## src/rtl/chess_clock_top.sv

```systemverilog
// Two-player MM:SS chess clock with 1 Hz BCD countdown and 8-digit multiplexed 7-segment scan.
// Button edges act within 3 CLK cycles; display outputs are registered; no backpressure.
module chess_clock_top #(
  parameter int TICK_DIV    = 100_000_000,
  parameter int REFRESH_DIV = 100_000,
  parameter int INIT_MIN    = 5
) (
  input  logic       CLK,
  input  logic       CLR,
  input  logic       CE,
  input  logic       SELECT,
  input  logic       STOP,
  input  logic       Set_Impulse,
  input  logic       D1,
  input  logic       D2,
  input  logic       D3,
  input  logic       D4,
  input  logic       D5,
  input  logic       D6,
  input  logic       D7,
  input  logic       D8,
  output logic [6:0] seg_out,
  output logic [7:0] seg_select
);

  localparam int TW = $clog2(TICK_DIV);
  localparam int RW = $clog2(REFRESH_DIV);
  localparam logic [TW-1:0] TICK_MAX    = TW'(TICK_DIV - 1);
  localparam logic [RW-1:0] REFRESH_MAX = RW'(REFRESH_DIV - 1);
  localparam logic [15:0]   INIT_TIME   = {4'(INIT_MIN / 10), 4'(INIT_MIN % 10), 8'h00};

  // Time words are packed BCD {min tens, min units, sec tens, sec units}.
  function automatic logic [15:0] dec_time(input logic [15:0] t);
    logic [3:0] su, st, mu, mt;
    {mt, mu, st, su} = t;
    if (t != 16'h0000) begin
      if (su != 4'd0) su = su - 4'd1;
      else begin
        su = 4'd9;
        if (st != 4'd0) st = st - 4'd1;
        else begin
          st = 4'd5;
          if (mu != 4'd0) mu = mu - 4'd1;
          else begin
            mu = 4'd9;
            mt = mt - 4'd1;
          end
        end
      end
    end
    return {mt, mu, st, su};
  endfunction

  function automatic logic [3:0] bump(input logic [3:0] v, input logic [3:0] top);
    return (v >= top) ? 4'd0 : v + 4'd1;
  endfunction

  function automatic logic [15:0] inc_time(input logic [15:0] t, input logic [3:0] m);
    logic [3:0] su, st, mu, mt;
    {mt, mu, st, su} = t;
    if (m[0]) su = bump(su, 4'd9);
    if (m[1]) st = bump(st, 4'd5);
    if (m[2]) mu = bump(mu, 4'd9);
    if (m[3]) mt = bump(mt, 4'd9);
    return {mt, mu, st, su};
  endfunction

  function automatic logic [6:0] seg7(input logic [3:0] v);
    case (v)
      4'd0:    return 7'h40;
      4'd1:    return 7'h79;
      4'd2:    return 7'h24;
      4'd3:    return 7'h30;
      4'd4:    return 7'h19;
      4'd5:    return 7'h12;
      4'd6:    return 7'h02;
      4'd7:    return 7'h78;
      4'd8:    return 7'h00;
      4'd9:    return 7'h10;
      default: return 7'h7F;
    endcase
  endfunction

  logic [10:0] raw_in, sync1, sync2;
  logic [8:0]  prev;
  logic        stop_s, set_s, sel_rise;
  logic [7:0]  d_rise;

  assign raw_in   = {SELECT, STOP, Set_Impulse, D8, D7, D6, D5, D4, D3, D2, D1};
  assign stop_s   = sync2[9];
  assign set_s    = sync2[8];
  assign sel_rise = sync2[10] & ~prev[8];
  assign d_rise   = sync2[7:0] & ~prev[7:0];

  always_ff @(posedge CLK) begin
    if (!CLR) begin
      sync1 <= '0;
      sync2 <= '0;
      prev  <= '0;
    end else begin
      sync1 <= raw_in;
      sync2 <= sync1;
      prev  <= {sync2[10], sync2[7:0]};
    end
  end

  logic [15:0]   time_a, time_b;
  logic          active_b;
  logic [TW-1:0] tick_cnt;
  logic          tick_wrap;

  assign tick_wrap = (tick_cnt == TICK_MAX);

  // Setting mode and countdown are mutually exclusive since both hinge on STOP.
  always_ff @(posedge CLK) begin
    if (!CLR) begin
      time_a   <= INIT_TIME;
      time_b   <= INIT_TIME;
      active_b <= 1'b0;
      tick_cnt <= '0;
    end else if (stop_s) begin
      if (set_s) begin
        time_a <= inc_time(time_a, d_rise[3:0]);
        time_b <= inc_time(time_b, d_rise[7:4]);
      end
    end else if (sel_rise) begin
      active_b <= ~active_b;
      tick_cnt <= '0;
    end else if (CE) begin
      if (tick_wrap) begin
        tick_cnt <= '0;
        if (active_b) time_b <= dec_time(time_b);
        else          time_a <= dec_time(time_a);
      end else begin
        tick_cnt <= tick_cnt + 1'b1;
      end
    end
  end

  logic [RW-1:0] ref_cnt;
  logic [2:0]    idx, idx_nxt;
  logic [31:0]   digits;
  logic [3:0]    digit_nxt;

  assign digits    = {time_b, time_a};
  assign idx_nxt   = idx + 3'd1;
  assign digit_nxt = digits[{idx_nxt, 2'b00} +: 4];

  // idx resets to 7 so the first refresh wrap lands on digit 0.
  always_ff @(posedge CLK) begin
    if (!CLR) begin
      ref_cnt    <= '0;
      idx        <= 3'd7;
      seg_select <= 8'hFF;
      seg_out    <= 7'h7F;
    end else if (ref_cnt == REFRESH_MAX) begin
      ref_cnt    <= '0;
      idx        <= idx_nxt;
      seg_select <= ~(8'd1 << idx_nxt);
      seg_out    <= seg7(digit_nxt);
    end else begin
      ref_cnt <= ref_cnt + 1'b1;
    end
  end

endmodule

```

## config.mk

```make
export PLATFORM = sky130hd
export DESIGN_NAME = chess_clock_top
export DESIGN_NICKNAME = d
export VERILOG_FILES = /design/src/rtl/chess_clock_top.sv
export SDC_FILE = /design/constraint.sdc
export NUM_CORES = 1
export LEC_CHECK = 0
export ABC_AREA = 1
export BUFFER_PORTS_ARGS = -buffer_cell sky130_fd_sc_hd__buf_2
export CAP_MARGIN = 25
export CORE_ASPECT_RATIO = 2
export CORE_UTILIZATION = 25
export DETAILED_ROUTE_END_ITERATION = 8
export GPL_ROUTABILITY_DRIVEN = 0
export GPL_TIMING_DRIVEN = 0
export RECOVER_POWER = 100
export SETUP_SLACK_MARGIN = 0.15
export SYNTH_ARGS = -nofsm -noshare
export SYNTH_HDL_FRONTEND = slang
export SYNTH_SLANG_ARGS = --single-unit
export TNS_END_PERCENT = 50
```

## constraint.sdc

```tcl
create_clock -name CLK -period 5.05 [get_ports CLK]
set_input_delay 1.01 -clock CLK [delete_from_list [all_inputs] [get_ports CLK]]
set_output_delay 1.01 -clock CLK [all_outputs]
set_load 0.05 [all_outputs]
```

# Word-level counts from Yosys, hierarchy flattened
# Memory sizes are Yosys's and may differ from the RTL's. A register that Yosys moved wholly into a read port is not among the register bits.
# Index checks and enable logic that the tools add are counted.
# op_classes
add_sub_neg	19
n_lt_le_gt_ge	8
n_eq_ne	19
shifts	2
muxes	57
n_bitwise	8
n_reduce_logical	26
# ops
operator	n
two-way mux 16 bit	12
two-way mux 4 bit	42
two-way mux 27 bit	3
adder 4 x 1 -> 4 bit, second input constant	8
nonzero test 16 bit	2
variable part select 32 x 6 -> 4 bit	1
subtractor 4 x 1 -> 4 bit, second input constant	8
adder 27 x 1 -> 27 bit, second input constant	1
== test 27 bit, second input constant	1
greater-or-equal comparator 4 bit, second input constant	6
nonzero test 4 bit	6
AND reduction 10 bit	2
!= test 2 bit, second input constant	9
AND reduction 9 bit	2
adder 17 x 1 -> 17 bit, second input constant	1
== test 17 bit, second input constant	1
!= test 2 x 1 -> 1 bit, second input constant	8
inverter 8 bit	2
AND reduction 8 bit	2
AND reduction 7 bit	2
nonzero test 2 bit	6
AND 8 bit	1
greater-or-equal comparator 4 x 3 -> 1 bit, second input constant	2
left shift 1 x 3 -> 8 bit, first input constant	1
other kinds (6)	10
# word_totals
ff_bits	119
romBits	112
elab_cells	156
mem_count	1
# memory_table
memory	depth	word_bits	rd	rd_clocked_by_memory_dff	wr	line_no	rtl
(no name shown)	16	7	1	1	0	69	case (v)

# Depth between registers and ports, before layout
# Gate-level depths: netlist of the first run.
# depth
ltp_word	10
ltp_mapped	16
ltp_nobuf	15

# Worst setup path after synthesis of the first run
# Ideal clock, no wire load.
# synth_path
path_type	reg2reg
startpoint	reg idx[0]
endpoint	reg seg_out[1]
t_arrival_ns	2.078
required_ns	4.934
path_slack_ns	2.856
path_stages_with_launch	16
path_buffers	2
path_cell_list	dfxtp_1 > buf_2 > inv_2 > ha_1 > buf_2 > a21oi_1 > o21ai_0 > nand2_1 > nand2_1 > nand2_1 > inv_1 > ha_1 > nand2_1 > nand3_1 > o21ai_0 > inv_1
# synth_via
elab_chain_len	2
# synth_lines
element	line_no	rtl
from (decl)	141	logic [2:0] idx, idx_nxt;
from (signal assigned)	158	idx <= idx_nxt;
adder 3 x 1 -> 3 bit	146	assign idx_nxt = idx + 3'd1;
named net idx_nxt[0]	141	
variable part select 32 x 6 -> 4 bit	147	assign digit_nxt = digits[{idx_nxt, 2'b00} +: 4];
to (decl)	22	output logic [6:0] seg_out,
# The timed path passes the listed nets, and every way through them passes these cells.
# A chain may end at the register's enable or synchronous reset.

# Worst setup path after layout of the first run
# layout_path
startpoint	reg idx[0]
endpoint	reg seg_out[6]
# Same word-level chain as after synthesis.

==> results of run 1 <==
## cells by family after synthesis
group / share of synthesized area (%)
xor gates and xnor gates: 3.066
and+or+nand+nor: 35.16
buffers and inverters: 9.990
AOI/OAI and AO/OA: 11.76
adders and majority gates: 6.065
DFF: 33.96
## through the flow
stage	worst slack (ns)	utilization, %	hold slack (ns)
2_1_floorplan	2.856	-	0.3905
5_1_grt	1.477	29.05	0.4427
3_3_place_gp	2.369	27.58	0.3953
6_report	1.789	29.05	0.4134
4_1_cts	2.327	29.51	0.4163
3_5_place_dp	2.347	27.58	0.3953
## cell usage after synthesis, types with 4 or more instances
master    number
o211ai_1      13
inv_2          5
nor2_1       159
nand2_2       12
o21ai_0       70
or2_2          7
nor2_4         4
nor3_1        29
nand3b_1       4
xnor2_1        7
inv_1        150
nand3_1       74
clkbuf_1       9
xor2_1        19
o22ai_1        5
nand2_4        4
dfxtp_1      126
nand2_1      261
buf_2         13
nand4_1       14
ha_1          36
nor2_2         9
a21oi_1       52
## state kept, by name, indices dropped and copies added, names as in the netlist
signal and cells:
active_b 1, idx 3, prev 9, ref_cnt 17, seg_out 7, seg_select 8, sync1 11, sync2 11
tick_cnt 27, time_a 16, time_b 16
## where the power goes
group	internal, mW	switching, mW
clock	0.649	0.538
combinational	0.0467	0.108
sequential	1.01	0.0118
## final cells by class
type                       count  area share, %
buffer                        27          1.497
timing repair buffer          28          1.422
clock inverter                15          1.600
clock buffer                  17          5.038
sequential                   126          29.87
multi-input combinational    810          48.24
tap                          360          5.334
inverter                     156          6.994
## worst max-delay path: stages (launching register included)
cell	delay (ns)
dfxtp_1	0.41
clkbuf_1	0.39
inv_1	0.28
ha_1	0.37
clkbuf_1	0.40
a21oi_1	0.07
o21ai_0	0.15
nand3_1	0.11
nand2_1	0.22
inv_1	0.10
ha_1	0.20
nand3b_1	0.15
nand2_1	0.09
nor2_1	0.06
nor2_1	0.13
nor2_1	0.05
## layer usage
layer	track usage, %	vias to the layer above	wire length [um]
li1	-	3666	-
met1	11.50	3284	6828
met2	29.33	157	11960
met3	2.737	87	622
met4	13.11	0	1765
met5	0	-	0
## path summary, 6_finish.rpt
kind / from / to / slack (ns)
setup / recovery: idx[0] / seg_out[6] / 1.79
hold / removal: sync1[9] / sync2[9] / 0.41
setup reg to reg: idx[0] / seg_out[6] / 1.79
hold reg to reg: sync1[9] / sync2[9] / 0.41
==> impl_metrics.csv, run 1 <==
group,metric,value,unit
run_status,status,"complete, no violations",
clocking,post_cts.repair.setup_buffers,0,
cells_and_area,syn_to_final_growth,13.70,%
critical_path,worstPathRequired,5.39,ns
critical_path,worstPathMaxFanout,10,
die,initial_core_util,25.55,%
die,rows,88,
critical_path,r2r_cells,15,
die,io_pins,29,
clocking,clock_path_buffers,2,
drt,firstDrtPassIters,5,
timing,fin_crit,3.261,ns
clocking,cts_made_buffers,17,
clocking,clk_latency,0.44,ns
pwr,p_leak,3.768,nW
timing,finClkSkew,0.006747,ns
die,die_x,123.9,um
pwr,finalPower,2.366,mW
pwr,p_per_area,280.2,mW/mm^2
clocking,cts.sinks,126,
cells_and_area,antenna_cells,0,
worst_hold_path,hold_path_class,"flop to flop",
critical_path,critPathCaptureType,"flop",
clocking,ctsHoldBuffers,0,
drt,drt_iter0_drc,401,
drt,ant_nets,0,
timing,rsz0062_at_grt,"false",
synthesis,synth-edff-count,0,
cells_and_area,fillers,3242,
synthesis,synth_top_area_share,33.96,%
synthesis,syn_area_per_cell,6.637,sq um
drt,wl,21.18,mm
synthesis,ys_warn_count,0,
die,fp.coreArea,0.02907,sq mm
cells_and_area,multiInputGateArea,0.004074,sq mm
cells_and_area,drive_gt1_share,7.209,%
flow_run,cap_violations,0,
synthesis,yosysSeqAreaShare,33.96,%
drt,vias,7194,
drt,wl_per_cell,13.76,um
timing,min_period_over_period,64.58,%
worst_hold_path,min_delay_path_depth,2,
synthesis,yosys_register_bits,126,
timing,slew_headroom,20.60,%
cells_and_area,final_common_cell,"nand2_1",
placement,dp_hpwl,16.79,mm
die,fp.dieH,245.8,um
timing,setup_viol,0,
cells_and_area,mostFrequentLayoutCells,"nand2_1 (268), nor2_1 (165), inv_1 (153)",
placement,portBuffers,28,
pwr,irDropWorstVdd,0.2143,mV
synthesis,synth_ff_type,"dfxtp_1",
synthesis,syn_area,0.007427,sq mm
global_route,grt_usage,14.82,%
clocking,tritoncts,"built",
critical_path,cp_data_arrival_time,3.60,ns
synthesis,syn_inst,1119,
synthesis,synth_nets,1169,
synthesis,synthTopCellsByArea,"dfxtp_1 (34%), nand2_1 (13%), nor2_1 (8.0%)",
drt,viasPerCell,4.674,
global_route,overflow,0,
clocking,ctsResizeCount,0,
synthesis,synth.largest_area_cell,"dfxtp_1",
placement,placedCellCount,1507,
cells_and_area,final_cell_area,0.008444,sq mm
clocking,clk_pin_slew,0.06,ns
placement,place_area,0.008018,sq mm
timing,timing.fmax,306.6,MHz
cells_and_area,ff_latch_area,0.002522,sq mm
cells_and_area,nNetsFinal,1216,
clocking,ctsRootBufferMaster,"clkbuf_16",
clocking,h-tree-depth,4,
timing,hold_viol_final,0,
timing,slew_violations,0,
global_route,grt_pass1_vias,7134,
die,die_area,0.03044,sq mm
synthesis,async_reset_ff_share,0,%
drt,drc,0,
global_route,antenna_found_initial,0,
timing,worst_slew_pin_slew,1.178,ns
synthesis,synth_cell_types,49,
global_route,grt_pass1_wl,33.85,mm
critical_path,start_kind,"flop",
timing,fin_tns_setup,0,ns
cells_and_area,finalNonFillerCells,1539,
global_route,grt_max_degree,17,
critical_path,worstSetupPathType,"flop to flop",
Power figures use the tool's default switching activity.
==> inputs of run 2 (changes only) <==
==> constraint.sdc (replaced) <==
create_clock -name CLK -period 3.4 [get_ports CLK]
set_input_delay 0.68 -clock CLK [delete_from_list [all_inputs] [get_ports CLK]]
set_output_delay 0.68 -clock CLK [all_outputs]
set_load 0.05 [all_outputs]
==> run 2 against run 1 <==
  * Clock-buffer cell count is the same
  * Critical endpoint is now tick_cnt[14]
  * Critical path type unchanged
  * Register-to-register slack worse by 1.3 ns
  * Worst hold slack barely moved
  * Clock skew grew 0.0016 ns
==> impl_metrics.csv, run 2 (synthesis results as in run 1) <==
group,metric,value,unit
placement,dpl_worst_slack,0.6974,ns
clocking,clk_pin_slew,0.06,ns
pwr,swShare,27.84,%
pwr,irDropWorstVdd,0.3200,mV
die,fp.coreArea,0.02907,sq mm
critical_path,slowest_stage,"o21ai_0",
clocking,cts.sinks,126,
pwr,p_leak,3.774,nW
placement,placedCellCount,1507,
critical_path,cp_data_arrival_time,3.22,ns
cells_and_area,largest_reg_flops,27,
cells_and_area,final_core_util,29.12,%
drt,ant_nets,0,
cells_and_area,finalNonFillerCells,1539,
critical_path,critPathCaptureType,"flop",
critical_path,worstSetupPathType,"flop to flop",
worst_hold_path,min_delay_path_depth,2,
cells_and_area,final_common_cell,"nand2_1",
die,die_x,123.9,um
timing,timing.fmax,347.0,MHz
clocking,tritoncts,"built",
timing,min_period_over_period,84.77,%
global_route,grt_pass1_wl,33.85,mm
cells_and_area,nNetsFinal,1216,
drt,wl_per_cell,13.78,um
cells_and_area,syn_to_final_growth,13.98,%
die,io_pins,29,
clocking,ctsRootBufferMaster,"clkbuf_16",
drt,vias,7167,
global_route,grt_usage,14.82,%
clocking,ctsResizeCount,0,
worst_hold_path,hold_path_class,"flop to flop",
clocking,clock_path_buffers,2,
timing,finClkSkew,0.008388,ns
timing,slew_headroom,16.30,%
placement,dp_hpwl,16.79,mm
critical_path,worstPathRequired,3.74,ns
cells_and_area,drive_gt1_share,7.634,%
clocking,post_cts.repair.setup_buffers,0,
timing,hold_viol_final,0,
cells_and_area,largestRegisters,"tick_cnt: 27 flops, ref_cnt: 17 flops",
timing,rsz0062_at_grt,"false",
cells_and_area,fillers,3243,
cells_and_area,top_register,"tick_cnt",
pwr,p_per_area,415.2,mW/mm^2
global_route,overflow,0,
timing,worst_slew_pin_slew,1.242,ns
cells_and_area,mostFrequentLayoutCells,"nand2_1 (265), nor2_1 (163), inv_1 (152)",
cells_and_area,ff_latch_area,0.002522,sq mm
pwr,p_int,2.536,mW
pwr,clkPwrFrac,50.2,%
global_route,grt_max_degree,17,
clocking,clk_latency,0.44,ns
drt,drc,0,
drt,viasPerCell,4.657,
pwr,switchingPower,0.9787,mW
critical_path,worstPathMaxFanout,10,
pwr,p_comb_share,6.6,%
timing,slew_violations,0,
cells_and_area,multiInputGateArea,0.004080,sq mm
die,fp.dieH,245.8,um
flow_run,cap_violations,0,
timing,fin_tns_setup,0,ns
critical_path,slowest_delay,1.01,ns
die,initial_core_util,25.55,%
drt,drt_iter0_drc,426,
clocking,cts_made_buffers,17,
die,rows,88,
timing,fin_crit,2.882,ns
timing,setup_viol,0,
die,die_area,0.03044,sq mm
clocking,h-tree-depth,4,
critical_path,start_kind,"flop",
cells_and_area,antenna_cells,0,
placement,portBuffers,28,
pwr,power_frac_seq,43.3,%
critical_path,r2r_cells,8,
run_status,status,"complete, no violations",
timing,setup_slack,0.5178,ns
critical_path,path_cells,"buf_6 > clkinvlp_2 > nand2_1 > nand2_1 > inv_1 > o21ai_0 > buf_6 > nor2_1",
clocking,ctsHoldBuffers,0,
global_route,antenna_found_initial,0,
drt,wl,21.20,mm
drt,firstDrtPassIters,5,
global_route,grt_pass1_vias,7134,
==> run 2: worst max-delay path: cells and delay by family (launching register included) <==
kind	cells	cell delay, ns
AND/OR/NAND/NOR	3	0.55
buffers and inverters	4	0.89
flip-flops	1	0.31
AO/OA/AOI/OAI	1	1.01
==> run 2: worst paths after layout <==
kind	startpoint	end	slack [ns]
setup / recovery	sync2[9]	tick_cnt[14]	0.52
hold / removal	sync1[9]	sync2[9]	0.41
setup reg to reg	sync2[9]	tick_cnt[14]	0.52
hold reg to reg	sync1[9]	sync2[9]	0.41
==> run 2: cell type report <==
type                       count  area share [%]
multi-input combinational    810           48.20
sequential                   126           29.80
inverter                     156           6.932
tap                          360           5.321
clock buffer                  17           5.025
buffer                        27           1.714
clock inverter                15           1.596
timing repair buffer          28           1.419
==> run 2: through the flow <==
stage	hold WS, ns	power [mW]	instance area (sq um)
after floorplan	0.3905	1.718	7427
after global placement	0.3953	1.793	8018
after detailed placement	0.3953	1.797	8018
after CTS	0.4025	3.580	8578
after global routing	0.4179	3.643	8466
final	0.4135	3.515	8466
==> run 2: power by group through the flow <==
stage / Clock, mW / Sequential (mW) / Combinational, mW
floorplan: 0 / 1.55 / 0.170
global placement: 0 / 1.55 / 0.240
detailed placement: 0 / 1.55 / 0.243
CTS: 1.82 / 1.52 / 0.244
global route: 1.86 / 1.52 / 0.259
finish: 1.76 / 1.52 / 0.231
==> run 2: routing by layer <==
metal / vias to the layer above / GRT usage, % / wire length [um]
met1: 3263 / 11.50 / 6860
met2: 156 / 29.33 / 12070
met3: 86 / 2.737 / 570
li1: 3662 / - / -
met4: 0 / 13.11 / 1694
met5: - / 0 / 0
==> inputs of run 3 (changes only) <==
--- a/config.mk
+++ b/config.mk
@@ -5,7 +5,7 @@
 export SDC_FILE = /design/constraint.sdc
 export NUM_CORES = 1
 export LEC_CHECK = 0
-export ABC_AREA = 1
+export ABC_AREA = 0
 export BUFFER_PORTS_ARGS = -buffer_cell sky130_fd_sc_hd__buf_2
 export CAP_MARGIN = 25
 export CORE_ASPECT_RATIO = 2
==> constraint.sdc (replaced) <==
create_clock -name CLK -period 2.8 [get_ports CLK]
set_input_delay 0.56 -clock CLK [delete_from_list [all_inputs] [get_ports CLK]]
set_output_delay 0.56 -clock CLK [all_outputs]
set_load 0.05 [all_outputs]
==> run 3 against run 2 <==
  * Clock-buffer cell count is 2 higher
  * Setup slack lost 0.39 ns
  * Critical path depth grew 4
  * Die area down 1.9%
  * Cell count is 17% lower
  * Clock power grew 31%
  * First-iteration DRC count down 26%
  * Routed wire length decreased by 2.6%
  * Utilization is 1.0 points higher
  * Clock skew grew 0.0024 ns
  * Flip-flop and latch count unchanged
  * Register-to-register slack got worse by 0.39 ns
  * Largest cell class unchanged
==> impl_metrics.csv, run 3 <==
group,metric,value,unit
timing,fin_crit,2.671,ns
die,rows,88,
critical_path,worstPathRequired,3.11,ns
clocking,clk_pin_slew,0.06,ns
clocking,h-tree-depth,4,
timing,rsz0062_at_grt,"true",
synthesis,synth_ff_type,"dfxtp_1",
cells_and_area,drive_gt1_share,14.21,%
clocking,clk_latency,0.42,ns
worst_hold_path,min_to,"sync1[9]",
critical_path,slowest_delay,0.54,ns
pwr,p_leak,3.064,nW
critical_path,crit_family,"multiplexers",
global_route,top_usage_layer,"met2",
clocking,tritoncts,"built",
critical_path,worstPathMaxFanout,9,
pwr,swShare,23.43,%
clocking,clock_path_buffers,2,
critical_path,worstSetupPathType,"flop to flop",
drt,wl_per_cell,16.19,um
cells_and_area,final_cell_area,0.008662,sq mm
die,fp.dieH,243.3,um
timing,slew_headroom,23.72,%
critical_path,r2r_cells,12,
synthesis,syn_inst,849,
clocking,ctsRootBufferMaster,"clkbuf_16",
flow_run,cap_violations,0,
pwr,power_frac_seq,42.2,%
pwr,clkPwrFrac,52.9,%
global_route,met3_usage,2.903,%
synthesis,yosys_register_bits,126,
die,fp.coreArea,0.02874,sq mm
synthesis,synth_nets,899,
global_route,overflow,0,
timing,timing.fmax,374.5,MHz
placement,dp_hpwl,15.33,mm
pwr,p_comb_share,4.9,%
critical_path,timing.rr.start,"idx[0]",
pwr,switchingPower,1.020,mW
cells_and_area,antenna_cells,0,
worst_hold_path,min_from,"STOP",
drt,drt_iter0_drc,317,
critical_path,cp_data_arrival_time,2.98,ns
timing,slew_violations,0,
critical_path,start_kind,"flop",
critical_path,r2r-end,"seg_out[4]",
synthesis,synth_top_cells_by_count,"dfxtp_1 (126), nor2_1 (77), nand2_1 (63)",
pwr,p_int,3.335,mW
worst_hold_path,hold_path_class,"input pin to flop",
placement,dpl_worst_slack,-0.5017,ns
critical_path,path_buf_inv,5,
drt,drc,0,
cells_and_area,largest_reg_flops,27,
synthesis,syn_area,0.007281,sq mm
drt,viasPerCell,5.216,
drt,vias,6651,
synthesis,yosysSeqAreaShare,34.65,%
cells_and_area,syn_to_final_growth,18.97,%
drt,wl,20.65,mm
cells_and_area,nNetsFinal,953,
synthesis,synth.largest_area_cell,"dfxtp_1",
clocking,cts.sinks,126,
synthesis,yosysMostFrequentCell,"dfxtp_1",
global_route,grt_pass1_vias,6592,
global_route,use_met1,14.24,%
drt,ant_nets,0,
placement,portBuffers,27,
synthesis,synth_cell_types,82,
pwr,irDropWorstVdd,0.3915,mV
die,io_pins,29,
timing,worst_slew_pin_slew,1.132,ns
global_route,met2_usage,26.49,%
synthesis,async_reset_ff_share,0,%
synthesis,synth_top_area_share,34.65,%
critical_path,critPathCaptureType,"flop",
critical_path,reg2reg_slack,0.13,ns
timing,worst_hold_slack,0.3434,ns
global_route,antenna_found_initial,0,
synthesis,syn_area_per_cell,8.576,sq um
clocking,cts_made_buffers,17,
timing,setup_viol,0,
drt,firstDrtPassIters,7,
run_status,status,"complete, no violations",
global_route,grt_max_degree,17,
timing,setup_slack,0.1294,ns
timing,finClkSkew,0.01074,ns
cells_and_area,largestRegisters,"tick_cnt: 27 flops, ref_cnt: 17 flops",
synthesis,synthTopCellsByArea,"dfxtp_1 (35%), ha_1 (6.2%), nor2_1 (4.0%)",
pwr,finalPower,4.356,mW
cells_and_area,mostFrequentLayoutCells,"dfxtp_1 (124), nor2_1 (77), nand2_1 (64)",
pwr,p_per_area,502.9,mW/mm^2
cells_and_area,final_common_cell,"dfxtp_1",
global_route,grt_pass1_wl,33.33,mm
placement,place_area,0.007868,sq mm
global_route,grt_usage,14.27,%
die,die_area,0.02985,sq mm
worst_hold_path,min_delay_path_depth,2,
synthesis,synth-edff-count,0,
cells_and_area,top_register,"tick_cnt",
critical_path,path_cells,"clkinv_8 > ha_4 > buf_8 > buf_12 > mux2i_4 > mux4_2 > buf_6 > inv_4 > ha_2 > mux2i_1 > o2111ai_1 > nand2_1",
timing,min_period_over_period,95.38,%
timing,hold_viol_final,0,
die,initial_core_util,25.34,%
die,die_x,122.7,um
critical_path,slowest_stage,"mux4_2",
synthesis,ys_warn_count,0,
clocking,ctsHoldBuffers,0,
-- run 3: worst max-delay path by stage --
stage               from          to  slack, ns  depth (start not counted)
2_1_floorplan     idx[0]  seg_out[4]       0.19                         11
3_3_place_gp      idx[0]  seg_out[4]      -0.44                         11
3_5_place_dp      idx[0]  seg_out[4]      -0.50                         11
4_1_cts           idx[0]  seg_out[4]       0.11                         12
5_1_grt        time_b[9]  time_b[13]       0.04                          7
6_report          idx[0]  seg_out[4]       0.13                         12
-- run 3: logic make-up (layout without fill, tap and decap cells) --
| logic type | after synthesis | count (layout) | share of synthesized area, % |
|---|---|---|---|
| buf+inv | 86 | 152 | 4.726 |
| fa+ha+maj | 36 | 36 | 6.187 |
| simple gates | 337 | 337 | 24.90 |
| flops | 126 | 126 | 34.65 |
| compound gates | 189 | 189 | 18.35 |
| xor+xnor | 36 | 36 | 4.692 |
| mux | 39 | 39 | 6.496 |
-- run 3: power groups by stage --
stage	clock [mW]	sequential, mW	combinational [mW]
floorplan	0	1.87	0.134
CTS	2.35	1.84	0.210
finish	2.31	1.84	0.212
global route	2.43	1.84	0.231
detailed placement	0	1.88	0.208
global placement	0	1.88	0.207
-- run 3: worst register-to-register path: cells and delay by family (launching register included) --
family / cells / cell delay (ns)
adder cells (fa/ha/maj): 2 / 0.42
buffers and inverters: 5 / 0.61
flip-flops: 1 / 0.39
AO/OA/AOI/OAI: 1 / 0.24
AND/OR/NAND/NOR: 1 / 0.08
multiplexers: 3 / 0.81
-- run 3: layer usage --
metal,vias up,routed length [um]
li1,3204,-
met1,3174,7861
met2,203,11030
met3,70,854
met4,0,900
met5,-,0
-- run 3: repair_timing --
item,CTS,global route
setup buffers,6,1
setup endpoints to repair,45,35
gates cloned,0,1
hold endpoints to repair,0,0
pin swaps,1,2
gates resized for setup,23,17
-- run 3: area by class of cell --
type	count	area [sq um]
Timing Repair Buffer	35	197.7
Clock inverter	12	161.4
Buffer	43	214.0
Fill cell	3003	20080
Multi-Input combinational cell	637	4482
Inverter	43	176.4
Tap cell	360	450.4
Sequential cell	126	2527
Clock buffer	19	452.9
-- run 3: through the flow --
| step | setup TNS (ns) | util [%] | cells |
|---|---|---|---|
| global placement | -5.084 | 27.38 | 1236 |
| floorplan | 0 | - | 849 |
| global route | 0 | 30.14 | 1275 |
| detailed placement | -5.309 | 27.38 | 1236 |
| finish | 0 | 30.14 | 1275 |
| CTS | 0 | 29.96 | 1273 |
